--- src/rtl/syscall_console_if.sv ---
// Syscall request, data-memory read port and console byte stream between the CPU and syscall_console_unit.
interface syscall_console_if #(
    parameter int unsigned ADDR_W = 32
);
    logic              req_valid;
    logic [31:0]       req_v0;
    logic [31:0]       req_a0;
    logic              busy;
    logic              done;
    logic              err;
    logic              halted;
    logic              mem_rd_en;
    logic [ADDR_W-1:0] mem_addr;
    logic [31:0]       mem_rdata;
    logic              char_valid;
    logic [7:0]        char_data;
    logic              char_ready;
    logic [31:0]       chars_printed;

    modport slave (
        input  req_valid, req_v0, req_a0, mem_rdata, char_ready,
        output busy, done, err, halted, mem_rd_en, mem_addr,
               char_valid, char_data, chars_printed
    );

    modport master (
        output req_valid, req_v0, req_a0, mem_rdata, char_ready,
        input  busy, done, err, halted, mem_rd_en, mem_addr,
               char_valid, char_data, chars_printed
    );
endinterface

--- src/rtl/syscall_console_unit.sv ---
// Services print_char / print_hex / print_string / exit syscalls: stalls the pipeline,
// walks data memory for strings and streams ASCII bytes to a console sink.
module syscall_console_unit #(
    parameter int unsigned MAX_STR_LEN = 256,
    parameter int unsigned ADDR_W      = 32
) (
    input logic              clk,
    input logic              reset,
    syscall_console_if.slave bus
);
    localparam int unsigned LEN_W = $clog2(MAX_STR_LEN + 1);
    localparam logic [31:0] CODE_STR  = 32'd4;
    localparam logic [31:0] CODE_EXIT = 32'd10;
    localparam logic [31:0] CODE_CHAR = 32'd11;
    localparam logic [31:0] CODE_HEX  = 32'd34;

    typedef enum logic [2:0] {
        S_IDLE, S_FETCH, S_WAIT, S_EMIT, S_HEX, S_DONE, S_HALT
    } state_t;

    state_t            state, state_n;
    logic              is_str, is_str_n;
    logic [ADDR_W-1:0] ptr, ptr_n;
    logic [LEN_W-1:0]  len, len_n;
    logic [31:0]       word, word_n;
    logic [27:0]       hexval, hexval_n;
    logic [2:0]        nib_cnt, nib_cnt_n;
    logic              done, done_n;
    logic              err, err_n;
    logic              halted, halted_n;
    logic              mem_rd_en, mem_rd_en_n;
    logic [ADDR_W-1:0] mem_addr, mem_addr_n;
    logic              char_valid, char_valid_n;
    logic [7:0]        char_data, char_data_n;
    logic [31:0]       count, count_n;

    logic              hs;
    logic [ADDR_W-1:0] ptr_inc;
    logic [LEN_W-1:0]  len_inc;
    logic [7:0]        mem_byte;
    logic [7:0]        buf_byte;

    function automatic logic [7:0] hex_ascii(input logic [3:0] n);
        return (n < 4'd10) ? 8'h30 + {4'h0, n} : 8'h57 + {4'h0, n};
    endfunction

    assign hs       = char_valid && bus.char_ready;
    assign ptr_inc  = ptr + ADDR_W'(1);
    assign len_inc  = len + LEN_W'(1);
    assign mem_byte = bus.mem_rdata[{ptr[1:0], 3'b000} +: 8];
    assign buf_byte = word[{ptr_inc[1:0], 3'b000} +: 8];

    assign bus.busy = ((state != S_IDLE) && (state != S_HALT)) ||
                      ((state == S_IDLE) && bus.req_valid && !halted);
    assign bus.done          = done;
    assign bus.err           = err;
    assign bus.halted        = halted;
    assign bus.mem_rd_en     = mem_rd_en;
    assign bus.mem_addr      = mem_addr;
    assign bus.char_valid    = char_valid;
    assign bus.char_data     = char_data;
    assign bus.chars_printed = count;

    always_ff @(posedge clk) begin
        if (reset) begin
            state      <= S_IDLE;
            is_str     <= 1'b0;
            ptr        <= '0;
            len        <= '0;
            word       <= '0;
            hexval     <= '0;
            nib_cnt    <= '0;
            done       <= 1'b0;
            err        <= 1'b0;
            halted     <= 1'b0;
            mem_rd_en  <= 1'b0;
            mem_addr   <= '0;
            char_valid <= 1'b0;
            char_data  <= '0;
            count      <= '0;
        end else begin
            state      <= state_n;
            is_str     <= is_str_n;
            ptr        <= ptr_n;
            len        <= len_n;
            word       <= word_n;
            hexval     <= hexval_n;
            nib_cnt    <= nib_cnt_n;
            done       <= done_n;
            err        <= err_n;
            halted     <= halted_n;
            mem_rd_en  <= mem_rd_en_n;
            mem_addr   <= mem_addr_n;
            char_valid <= char_valid_n;
            char_data  <= char_data_n;
            count      <= count_n;
        end
    end

    // Next-state and next register values; outputs are registered one state ahead.
    always_comb begin
        state_n      = state;
        is_str_n     = is_str;
        ptr_n        = ptr;
        len_n        = len;
        word_n       = word;
        hexval_n     = hexval;
        nib_cnt_n    = nib_cnt;
        done_n       = 1'b0;
        err_n        = err;
        halted_n     = halted;
        mem_rd_en_n  = 1'b0;
        mem_addr_n   = mem_addr;
        char_valid_n = char_valid;
        char_data_n  = char_data;
        count_n      = count;

        unique case (state)
            S_IDLE: begin
                if (bus.req_valid && !halted) begin
                    case (bus.req_v0)
                        CODE_CHAR: begin
                            state_n      = S_EMIT;
                            is_str_n     = 1'b0;
                            char_valid_n = 1'b1;
                            char_data_n  = bus.req_a0[7:0];
                        end
                        CODE_HEX: begin
                            state_n      = S_HEX;
                            hexval_n     = bus.req_a0[27:0];
                            nib_cnt_n    = '0;
                            char_valid_n = 1'b1;
                            char_data_n  = hex_ascii(bus.req_a0[31:28]);
                        end
                        CODE_STR: begin
                            state_n     = S_FETCH;
                            is_str_n    = 1'b1;
                            ptr_n       = ADDR_W'(bus.req_a0);
                            len_n       = '0;
                            mem_rd_en_n = 1'b1;
                            mem_addr_n  = {bus.req_a0[ADDR_W-1:2], 2'b00};
                        end
                        CODE_EXIT: begin
                            state_n  = S_HALT;
                            halted_n = 1'b1;
                            done_n   = 1'b1;
                        end
                        default: begin
                            state_n = S_DONE;
                            err_n   = 1'b1;
                            done_n  = 1'b1;
                        end
                    endcase
                end
            end
            S_FETCH: state_n = S_WAIT;
            S_WAIT: begin
                word_n = bus.mem_rdata;
                if ((mem_byte == 8'h00) || (len == LEN_W'(MAX_STR_LEN))) begin
                    state_n = S_DONE;
                    done_n  = 1'b1;
                end else begin
                    state_n      = S_EMIT;
                    char_valid_n = 1'b1;
                    char_data_n  = mem_byte;
                end
            end
            S_EMIT: begin
                if (hs) begin
                    count_n      = count + 32'd1;
                    char_valid_n = 1'b0;
                    if (!is_str) begin
                        state_n = S_DONE;
                        done_n  = 1'b1;
                    end else begin
                        ptr_n = ptr_inc;
                        len_n = len_inc;
                        // Crossing into the next word needs a memory read; otherwise reuse the buffer.
                        if (ptr_inc[1:0] == 2'b00) begin
                            state_n     = S_FETCH;
                            mem_rd_en_n = 1'b1;
                            mem_addr_n  = {ptr_inc[ADDR_W-1:2], 2'b00};
                        end else if ((buf_byte == 8'h00) || (len_inc == LEN_W'(MAX_STR_LEN))) begin
                            state_n = S_DONE;
                            done_n  = 1'b1;
                        end else begin
                            char_valid_n = 1'b1;
                            char_data_n  = buf_byte;
                        end
                    end
                end
            end
            S_HEX: begin
                if (hs) begin
                    count_n = count + 32'd1;
                    if (nib_cnt == 3'd7) begin
                        state_n      = S_DONE;
                        char_valid_n = 1'b0;
                        done_n       = 1'b1;
                    end else begin
                        nib_cnt_n   = nib_cnt + 3'd1;
                        hexval_n    = {hexval[23:0], 4'h0};
                        char_data_n = hex_ascii(hexval[27:24]);
                    end
                end
            end
            S_DONE:  state_n = S_IDLE;
            S_HALT:  state_n = S_HALT;
            default: state_n = S_IDLE;
        endcase
    end
endmodule
--- src/flat_wrapper.sv ---
// flat-port wrapper written by rule: the top's interface ports become plain ports
module syscall_console_unit_flat 
#(
    parameter int unsigned MAX_STR_LEN = 256,
    parameter int unsigned ADDR_W      = 32
)
  (clk, reset, bus_req_valid, bus_req_v0, bus_req_a0, bus_mem_rdata, bus_char_ready, bus_busy, bus_done, bus_err, bus_halted, bus_mem_rd_en, bus_mem_addr, bus_char_valid, bus_char_data, bus_chars_printed);
  syscall_console_if #(.ADDR_W(ADDR_W)) bus_i ();
  input logic clk;
  input logic reset;
  input wire logic [$bits(bus_i.req_valid)-1:0] bus_req_valid;
  input wire logic [$bits(bus_i.req_v0)-1:0] bus_req_v0;
  input wire logic [$bits(bus_i.req_a0)-1:0] bus_req_a0;
  input wire logic [$bits(bus_i.mem_rdata)-1:0] bus_mem_rdata;
  input wire logic [$bits(bus_i.char_ready)-1:0] bus_char_ready;
  output wire logic [$bits(bus_i.busy)-1:0] bus_busy;
  output wire logic [$bits(bus_i.done)-1:0] bus_done;
  output wire logic [$bits(bus_i.err)-1:0] bus_err;
  output wire logic [$bits(bus_i.halted)-1:0] bus_halted;
  output wire logic [$bits(bus_i.mem_rd_en)-1:0] bus_mem_rd_en;
  output wire logic [$bits(bus_i.mem_addr)-1:0] bus_mem_addr;
  output wire logic [$bits(bus_i.char_valid)-1:0] bus_char_valid;
  output wire logic [$bits(bus_i.char_data)-1:0] bus_char_data;
  output wire logic [$bits(bus_i.chars_printed)-1:0] bus_chars_printed;
  assign bus_i.req_valid = bus_req_valid;
  assign bus_i.req_v0 = bus_req_v0;
  assign bus_i.req_a0 = bus_req_a0;
  assign bus_i.mem_rdata = bus_mem_rdata;
  assign bus_i.char_ready = bus_char_ready;
  assign bus_busy = bus_i.busy;
  assign bus_done = bus_i.done;
  assign bus_err = bus_i.err;
  assign bus_halted = bus_i.halted;
  assign bus_mem_rd_en = bus_i.mem_rd_en;
  assign bus_mem_addr = bus_i.mem_addr;
  assign bus_char_valid = bus_i.char_valid;
  assign bus_char_data = bus_i.char_data;
  assign bus_chars_printed = bus_i.chars_printed;
  syscall_console_unit #(.MAX_STR_LEN(MAX_STR_LEN), .ADDR_W(ADDR_W)) u_core (.clk(clk), .reset(reset), .bus(bus_i));
endmodule
--- config.mk ---
export PLATFORM = sky130hd
export DESIGN_NAME = syscall_console_unit_flat
export DESIGN_NICKNAME = d
export VERILOG_FILES = /design/src/rtl/syscall_console_if.sv /design/src/rtl/syscall_console_unit.sv /design/src/flat_wrapper.sv
export SDC_FILE = /design/constraint.sdc
export NUM_CORES = 1
export LEC_CHECK = 0
export ABC_AREA = 1
export BUFFER_PORTS_ARGS = -buffer_cell sky130_fd_sc_hd__buf_4
export CORE_ASPECT_RATIO = 0.9
export CORE_UTILIZATION = 44
export DETAILED_ROUTE_END_ITERATION = 7
export PLACE_DENSITY = 0.69
export SYNTH_ARGS = -nofsm -noshare
export SYNTH_HDL_FRONTEND = slang
export SYNTH_SLANG_ARGS = --single-unit
--- constraint.sdc ---
create_clock -name clk -period 2.3 [get_ports clk]
set_input_delay 0.23 -clock clk [delete_from_list [all_inputs] [get_ports clk]]
set_output_delay 0.23 -clock clk [all_outputs]
set_load 0.02 [all_outputs]
==> flow_metrics.env, run 1 <==
export IMPL_cts_clk_slew_worst_paths_ps=70
export IMPL_htree_levels=4
export IMPL_cp_end_kind="flop"
export IMPL_yosysSeqAreaShare_pct=35.9
export IMPL_setup_ws_ps=239
export IMPL_grt_use_met1_pct=38.5
export IMPL_rows=52
export IMPL_via_per_inst=5.43
export IMPL_yosys_warnings=0
export IMPL_ys_seq_elements=183
export IMPL_dp_cells=1993
export IMPL_power_density_nw_per_um2=962
export IMPL_drive_gt1_share_pct=16.5
export IMPL_cts_hold_fix_buffers=0
export IMPL_async_flop_share_pct=0
export IMPL_hold_start="bus_mem_rdata[4]"
export IMPL_gp_congestion=0.950
export IMPL_reg2reg_to="u_core.bus.chars_printed[31]"
export IMPL_pin_count=178
export IMPL_slew_headroom_pct=66.3
export IMPL_ys_types=49
export IMPL_worstSkewPairLatency_ps=430
export IMPL_tightest_slew_ps=504
export IMPL_grt_antenna_before_repair=0
export IMPL_leakage_nw=5.10
export IMPL_numPortBuffers=175
export IMPL_status="finished, final reports clean"
export IMPL_synth_area_um2=10200
export IMPL_crit_path_cell_trace="inv_2 -> nor2_4 -> nand2_2 -> nand2_1 -> nand2_2 -> nor2_2 -> nand4_1 -> nor2_1 -> a21oi_1 -> o21a_1"
export IMPL_fmax_ghz=0.485
export IMPL_max_stage_delay_ps=400
export IMPL_maxCapViolCount=0
export IMPL_syn_avg_cell_area_um2=6.54
export IMPL_rsz0062_at_grt="no"
export IMPL_dp_hpwl_um=23800
export IMPL_drc=0
export IMPL_fin_setup_tns_ps=0
export IMPL_dp_slack_ps=254
export IMPL_holdPathEnd="u_core.word[4]"
export IMPL_die_w_um=163
export IMPL_path_class="reg -> reg"
export IMPL_final_period_utilization_pct=89.6
export IMPL_fin_util_pct=54.4
export IMPL_met3_usage_pct=4.26
export IMPL_globalRouteTotalUtil_pct=27.0
export IMPL_ant_nets=0
export IMPL_path_buf_inv=1
export IMPL_syn_instance_count=1562
export IMPL_cts_made_buffers=17
export IMPL_worstReg2RegStart="u_core.state[1]"
export IMPL_r2r_slack_ps=240
export IMPL_grt_overflow=0
export IMPL_clockBufferDepth=2
export IMPL_clock_sinks=183
export IMPL_firstDrtPassIters=5
export IMPL_cts_tree="yes"
export IMPL_vias=11000
export IMPL_n_antenna_cell=0
export IMPL_fin_skew_ps=14.2
export IMPL_synth_edf_count=0
export IMPL_r2r_cells=10
export IMPL_min_path_type="in -> reg"
export IMPL_hold_path_depth=3
export IMPL_grt_pass1_vias=10000
export IMPL_finalPower_w=0.0119
export IMPL_syn2layout_area_growth_pct=20.6
export IMPL_fin_nets=1823
export IMPL_drtIter0Drc=1052
export IMPL_startpoint_type="flop"
export IMPL_start_util_pct=45.1
export IMPL_grt_first_pass_wirelength_um=51600
export IMPL_period_needed_ps=2060
export IMPL_synthFlopType="dfxtp_1"
export IMPL_critical_path_top_delay_family="simple AND/OR/NAND/NOR gates"
export IMPL_arrival_ps=2390
export IMPL_wire_per_inst_um=15.8
export IMPL_grt_use_met2_pct=41.3
export IMPL_finalNonFillerCells=2022
export IMPL_busiest_layer="met2"
export IMPL_max_vdd_ir_drop_mv=0.567
export IMPL_root_buffer="clkbuf_16"
export IMPL_worstPathMaxFanout=16
export IMPL_grt_max_degree=107
export IMPL_required_ps=2630
export IMPL_wl_um=32000
export IMPL_die_h_um=147
export IMPL_cpMaxStageDelayCell="dfxtp_1"
export IMPL_core_area_um2=22600
export IMPL_setup_viol=0
export IMPL_finalMaxSlewViolations=0
export IMPL_die_area_um2=23800
export IMPL_crit_path_frequent_cell="nand2_2"
export IMPL_hold_viol_final=0
==> worst max-delay path by stage <==
stage	cells past startpoint	slack (ps)	endpoint	from
after detailed placement	10	250	u_core.bus.chars_printed[31]	u_core.state[1]
after global routing	13	30	u_core.bus.char_data[6]	u_core.len[0]
after CTS	10	250	u_core.bus.chars_printed[31]	u_core.state[1]
after floorplan	15	450	u_core.bus.char_data[3]	u_core.ptr[0]
after global placement	11	300	u_core.hexval[25]	bus_req_v0[23]
final	10	240	u_core.bus.chars_printed[31]	u_core.state[1]
==> power breakdown <==
part	total (W)	switching, W	internal [W]
Clock	0.00277	0.00129	0.00148
Combinational	0.00464	0.00299	0.00165
Sequential	0.00444	0.000601	0.00384
Total	0.0119	0.00488	0.00697
==> cell usage in the layout, fill, tap and decap left out, drive strengths merged, types with 22 or more instances in the layout <==
cell type | Yosys | routed
nand2 | 472 | 472
buf | 45 | 209
dfxtp | 183 | 183
nor2 | 166 | 166
o21ai | 132 | 132
a21oi | 128 | 128
inv | 119 | 120
nand3 | 91 | 91
nor3 | 41 | 41
a31oi | 37 | 37
xor2 | 23 | 23
nand4 | 22 | 22
==> cells in the mapped netlist, types with 2 or more instances <==
library cell	count	area share, %
a211oi_1	7	0.51
a21oi_1	127	6.2
a31oi_1	37	2.3
and2_1	2	0.12
buf_1	5	0.18
buf_2	22	1.1
buf_4	10	0.73
buf_6	8	0.88
clkbuf_1	30	1.1
dfxtp_1	183	36
ha_1	8	0.98
inv_1	106	3.9
inv_2	12	0.44
mux2i_1	5	0.49
nand2_1	462	17
nand2_2	8	0.49
nand2_4	2	0.22
nand3_1	86	4.2
nand3_2	4	0.39
nand3b_1	8	0.59
nand4_1	22	1.3
nor2_1	154	5.7
nor2_2	6	0.37
nor2_4	6	0.66
nor3_1	39	1.9
nor3_2	2	0.20
nor3b_1	3	0.22
nor4_1	4	0.24
nor4_2	2	0.24
o211ai_1	3	0.22
o21ai_0	104	5.1
o21ai_1	28	1.4
o21bai_1	4	0.29
o221ai_1	2	0.17
o22ai_1	5	0.31
xnor2_1	11	0.94
xor2_1	23	2.0
==> final cells by class <==
| type | instances | area [um2] |
|---|---|---|
| fillers | 2264 | 10300 |
| multi-input cells | 1185 | 5690 |
| flip-flops and latches | 183 | 3660 |
| repair buffers | 209 | 1610 |
| inverters | 119 | 453 |
| clock buffers | 19 | 433 |
| well taps | 297 | 372 |
| clock inverters | 10 | 101 |
==> sequential cells by signal, indices dropped and copies added, names as in the netlist <==
register / flops
u_core.ptr: 32
u_core.nib_cnt: 3
u_core.bus.halted: 1
u_core.bus.mem_rd_en: 1
u_core.bus.mem_addr: 30
u_core.bus.chars_printed: 32
u_core.bus.char_valid: 1
u_core.hexval: 28
u_core.word: 32
u_core.bus.char_data: 8
u_core.bus.err: 1
u_core.is_str: 1
u_core.state: 3
u_core.bus.done: 1
u_core.len: 9
==> per-stage QoR <==
| step | area [um2] | hold slack [ps] |
|---|---|---|
| floorplan | 10200 | 374 |
| global placement | 11800 | 447 |
| detailed placement | 11800 | 449 |
| CTS | 12300 | 51.9 |
| global route | 12300 | 59.1 |
| finish | 12300 | 67.1 |
==> metal layers <==
layer | up-vias | routed length [um]
met3 | 52 | 2470
met1 | 5028 | 14800
li1 | 5443 | -
met4 | 0 | 709
met2 | 449 | 14000
met5 | - | 0
==> timing repair <==
| action | in CTS | in global routing |
|---|---|---|
| setup endpoints to repair | 0 | 1 |
| resized for setup | 0 | 1 |
| setup buffers | 0 | 0 |
==> worst reg2reg max path, cell delays in order (launching register included) <==
cell and delay, ps:
dfxtp_1 400, inv_2 110, nor2_4 130, nand2_2 120, nand2_1 100, nand2_2 240
nor2_2 270, nand4_1 210, nor2_1 190, a21oi_1 80, o21a_1 120
==> cell families after synthesis <==
logic type / synth area share [%]
simple gates: 34.2
compound gates: 17.1
buf+inv: 8.43
flops: 35.9
xor+xnor: 2.92
fa+ha+maj: 0.980
mux: 0.490
other cells: 0.0367
No activity file was read; power rests on OpenSTA's default activity.
==> run 2, diff against run 1 <==
--- a/config.mk
+++ b/config.mk
@@ -7,7 +7,8 @@
 export LEC_CHECK = 0
 export ABC_AREA = 1
 export BUFFER_PORTS_ARGS = -buffer_cell sky130_fd_sc_hd__buf_4
-export CORE_ASPECT_RATIO = 0.9
+export CORE_ASPECT_RATIO = 0.5
+export CORE_MARGIN = 3
 export CORE_UTILIZATION = 44
 export DETAILED_ROUTE_END_ITERATION = 7
 export PLACE_DENSITY = 0.69
==> flow_metrics.env, run 2 (same netlist as run 1, synthesis figures left out) <==
export IMPL_status="finished, final reports clean"
export IMPL_syn2layout_area_growth_pct=21.7
export IMPL_numPortBuffers=175
export IMPL_multi_input_area_um2=5710
export IMPL_arrival_ps=2530
export IMPL_power_frac_comb_pct=37.7
export IMPL_wire_per_inst_um=17.2
export IMPL_clockBufferDepth=2
export IMPL_cts_made_buffers=17
export IMPL_via_per_inst=5.50
export IMPL_p_sw_share_pct=40.5
export IMPL_grt_first_pass_wirelength_um=55300
export IMPL_holdWs_ps=40.4
export IMPL_grt_max_degree=63
export IMPL_cts_clk_slew_worst_paths_ps=70
export IMPL_postCtsResizedCells=0
export IMPL_final_cell_mix="462 x nand2_1, 198 x buf_4, 183 x dfxtp_1"
export IMPL_die_area_um2=25200
export IMPL_post_cts_buffers=0
export IMPL_hold_path_depth=3
export IMPL_clock_sinks=183
export IMPL_placed_cell_area_um2=11800
export IMPL_layout_cells_most_common="nand2_1"
export IMPL_rows=38
export IMPL_tightest_slew_ps=568
export IMPL_pin_count=178
export IMPL_startpoint_type="flop"
export IMPL_hold_viol_final=0
export IMPL_slew_headroom_pct=62.2
export IMPL_regArea_um2=3660
export IMPL_cts_tree="yes"
export IMPL_vias=11100
export IMPL_maxCapViolCount=0
export IMPL_fin_area_um2=12400
export IMPL_holdPathEnd="u_core.word[22]"
export IMPL_max_vdd_ir_drop_mv=0.593
export IMPL_drtIter0Drc=1208
export IMPL_root_buffer="clkbuf_16"
export IMPL_power_density_nw_per_um2=991
export IMPL_worstReg2RegStart="u_core.state[1]"
export IMPL_finalMaxSlewViolations=0
export IMPL_drc=0
export IMPL_drive_gt1_share_pct=16.5
export IMPL_r2r_cells=9
export IMPL_fin_skew_ps=15.8
export IMPL_reg2reg_to="u_core.bus.chars_printed[20]"
export IMPL_grt_pass1_vias=10300
export IMPL_ant_nets=0
export IMPL_p_seq_share_pct=36.3
export IMPL_switchingPower_w=0.00499
export IMPL_required_ps=2700
export IMPL_cts_hold_fix_buffers=0
export IMPL_min_path_type="in -> reg"
export IMPL_cp_end_kind="flop"
export IMPL_core_area_um2=22200
export IMPL_hold_start="bus_mem_rdata[22]"
export IMPL_start_util_pct=46.0
export IMPL_path_class="reg -> reg"
export IMPL_globalRouteTotalUtil_pct=27.2
export IMPL_die_w_um=221
export IMPL_period_needed_ps=2130
export IMPL_final_period_utilization_pct=92.8
export IMPL_dp_cells=1991
export IMPL_gp_congestion=0.945
export IMPL_firstDrtPassIters=8
export IMPL_fin_nets=1818
export IMPL_finalPower_w=0.0123
export IMPL_nFillCells=2180
export IMPL_clkPwrFrac_pct=26.0
export IMPL_fmax_ghz=0.469
export IMPL_worstPathMaxFanout=14
export IMPL_worstSkewPairLatency_ps=460
export IMPL_grt_overflow=0
export IMPL_n_antenna_cell=0
export IMPL_die_h_um=114
export IMPL_wl_um=34700
export IMPL_dp_hpwl_um=25500
export IMPL_htree_levels=4
export IMPL_r2r_slack_ps=170
export IMPL_p_int_w=0.00732
export IMPL_leakage_nw=5.15
export IMPL_grt_antenna_before_repair=1
export IMPL_setup_viol=0
export IMPL_finalNonFillerCells=2023
run 2: final cells by class:
class | instances | area share, %
multi-input cells | 1185 | 45.9
inverters | 119 | 3.61
clock buffers | 23 | 4.01
repair buffers | 204 | 12.9
clock inverters | 9 | 1.10
well taps | 300 | 3.02
flip-flops and latches | 183 | 29.5
run 2: how the worst max path moves through the flow:
stage,endpoint,slack (ps),start,depth (start not counted)
after floorplan,u_core.bus.char_data[3],450,u_core.ptr[0],15
after global placement,u_core.bus.char_data[3],260,u_core.ptr[0],14
after detailed placement,u_core.bus.char_data[0],190,u_core.len[0],14
after CTS,u_core.bus.char_data[0],170,u_core.len[0],14
after global routing,u_core.bus.char_data[3],-10,u_core.len[0],14
final,u_core.bus.chars_printed[20],170,u_core.state[1],9
run 2: routing by layer:
| layer | track usage, % | wire length (um) | part of all wire, % |
|---|---|---|---|
| met1 | 38.5 | 15900 | 46 |
| met2 | 42.3 | 15300 | 44 |
| met3 | 5.40 | 2890 | 8.3 |
| met4 | 7.75 | 618 | 1.8 |
| met5 | 0 | 20 | 0.058 |
run 2: worst max-delay path, stage by stage (launching register included):
cell and delay [ps]:
dfxtp_1 400, inv_2 100, nor2_4 130, nand2_2 120
nand2_1 100, nand2_2 240, buf_4 300, inv_1 350
o21ai_0 170, a21oi_1 140
run 2: power groups by stage:
stage          Clock [W]  Combinational [W]  Sequential [W]
6_report         0.00320            0.00464         0.00447
4_1_cts          0.00325            0.00457         0.00444
3_5_place_dp           0            0.00454         0.00450
3_3_place_gp           0            0.00446         0.00448
2_1_floorplan          0            0.00328         0.00444
5_1_grt          0.00338            0.00519         0.00456
run 2: through the flow:
| step | utilization, % | setup WS [ps] | setup TNS [ps] |
|---|---|---|---|
| final | 56.0 | 166 | 0 |
| after global routing | 56.0 | -10.7 | -10.7 |
| after CTS | 55.9 | 174 | 0 |
| after detailed placement | 53.0 | 193 | 0 |
| after global placement | 53.0 | 264 | 0 |
| after floorplan | - | 449 | 0 |
==> run 3, diff against run 2 <==
==> constraint.sdc (replaced) <==
create_clock -name clk -period 2.3 [get_ports clk]
set_input_delay 0 -clock clk [delete_from_list [all_inputs] [get_ports clk]]
set_output_delay 0 -clock clk [all_outputs]
set_load 0.02 [all_outputs]
==> flow_metrics.env, run 3 (same netlist as run 1, synthesis figures left out) <==
export IMPL_status="finished, final reports clean"
export IMPL_grt_first_pass_wirelength_um=56200
export IMPL_leakage_nw=5.39
export IMPL_fin_skew_ps=6.97
export IMPL_grt_pass1_vias=10600
export IMPL_fin_nets=1888
export IMPL_required_ps=2650
export IMPL_grt_overflow=0
export IMPL_firstDrtPassIters=6
export IMPL_wire_per_inst_um=16.9
export IMPL_pin_count=178
export IMPL_drive_gt1_share_pct=16.5
export IMPL_vias=11300
export IMPL_n_antenna_cell=0
export IMPL_worstSkewPairLatency_ps=450
export IMPL_drc=0
export IMPL_cts_made_buffers=17
export IMPL_via_per_inst=5.42
export IMPL_clock_sinks=183
export IMPL_finalMaxSlewViolations=0
export IMPL_slew_headroom_pct=38.4
export IMPL_die_h_um=114
export IMPL_r2r_slack_ps=170
export IMPL_hold_viol_final=0
export IMPL_core_area_um2=22200
export IMPL_power_density_nw_per_um2=929
export IMPL_startpoint_type="flop"
export IMPL_worstPathMaxFanout=11
export IMPL_htree_levels=4
export IMPL_setup_viol=0
export IMPL_cp_end_kind="flop"
export IMPL_ant_nets=0
export IMPL_period_needed_ps=2130
export IMPL_root_buffer="clkbuf_16"
export IMPL_dp_slack_ps=168
export IMPL_gp_congestion=0.973
export IMPL_dp_hpwl_um=25800
export IMPL_drtIter0Drc=1157
export IMPL_setup_ws_ps=167
export IMPL_fmax_ghz=0.469
export IMPL_grt_antenna_before_repair=0
export IMPL_wl_um=35300
export IMPL_path_class="reg -> reg"
export IMPL_maxCapViolCount=0
export IMPL_tightest_slew_ps=925
export IMPL_die_area_um2=25200
export IMPL_numPortBuffers=175
export IMPL_rows=38
export IMPL_final_period_utilization_pct=92.7
export IMPL_fin_setup_tns_ps=0
export IMPL_start_util_pct=46.0
export IMPL_rsz0062_at_grt="no"
export IMPL_globalRouteTotalUtil_pct=27.7
export IMPL_max_vdd_ir_drop_mv=0.673
export IMPL_syn2layout_area_growth_pct=27.8
export IMPL_min_path_type="in -> reg"
export IMPL_arrival_ps=2480
export IMPL_final_cell_mix="461 x nand2_1, 205 x buf_4, 183 x dfxtp_1"
export IMPL_cts_clk_slew_worst_paths_ps=70
export IMPL_die_w_um=221
export IMPL_clockBufferDepth=2
export IMPL_nFillCells=2088
export IMPL_layout_cells_most_common="nand2_1"
export IMPL_cts_tree="yes"
export IMPL_grt_max_degree=80
[run 3: final cells by class]
cell class / count / area, um2 / area share (%)
well taps: 300 / 375 / 2.88
clock buffers: 17 / 425 / 3.26
multi-input cells: 1185 / 5700 / 43.7
repair buffers: 274 / 2280 / 17.5
clock inverters: 15 / 148 / 1.13
flip-flops and latches: 183 / 3660 / 28.1
inverters: 119 / 457 / 3.50
[run 3: layer usage]
| layer | vias to the layer above | share of wire (%) | global-route usage [%] |
|---|---|---|---|
| met2 | 519 | 43 | 42.5 |
| met3 | 47 | 9.5 | 7.97 |
| met5 | - | 0 | 0 |
| met4 | 0 | 2.0 | 8.00 |
| met1 | 5190 | 46 | 38.3 |
| li1 | 5587 | - | - |
[run 3: worst max-delay path, stage by stage, from the launching register on]
cell	delay, ps
dfxtp_1	410
inv_2	110
nor2_4	130
nand2_2	140
nand2_1	110
nand2_2	220
nor2_2	230
nand4_1	240
nor2_1	200
a21oi_1	80
o21a_1	140
[run 3: through the flow]
stage                     area, um2  hold slack (ps)  std cells  total power (W)  util [%]
after floorplan               10200              144       1563          0.00772         -
after global placement        11800              267       1996          0.00900      53.2
after detailed placement      11800              275       1996          0.00907      53.2
after CTS                     13000             23.2       2091           0.0121      58.6
after global routing          13100             92.9       2093           0.0130      58.8
final                         13100             41.3       2093           0.0121      58.8
[run 3: path summary, 6_finish.rpt]
check                                      end  cells past startpoint                    from
setup / recovery  u_core.bus.chars_printed[31]                     10         u_core.state[1]
setup reg to reg  u_core.bus.chars_printed[31]                     10         u_core.state[1]
hold / removal               u_core.bus.halted                      5           bus_req_v0[1]
hold reg to reg         u_core.bus.mem_addr[4]                      2  u_core.bus.mem_addr[4]
[run 3: where the power goes]
group / internal (W) / switching (W)
registers: 0.00384 / 0.000626
clock network: 0.00151 / 0.00140
logic: 0.00172 / 0.00303
total: 0.00707 / 0.00506
[run 3: repair_timing]
item	4_1_cts	5_1_grt
hold endpoints to repair	98	0
buffers inserted	0	2
gates resized for setup	0	6
hold buffers	63	0
endpoints found under the setup margin	0	26
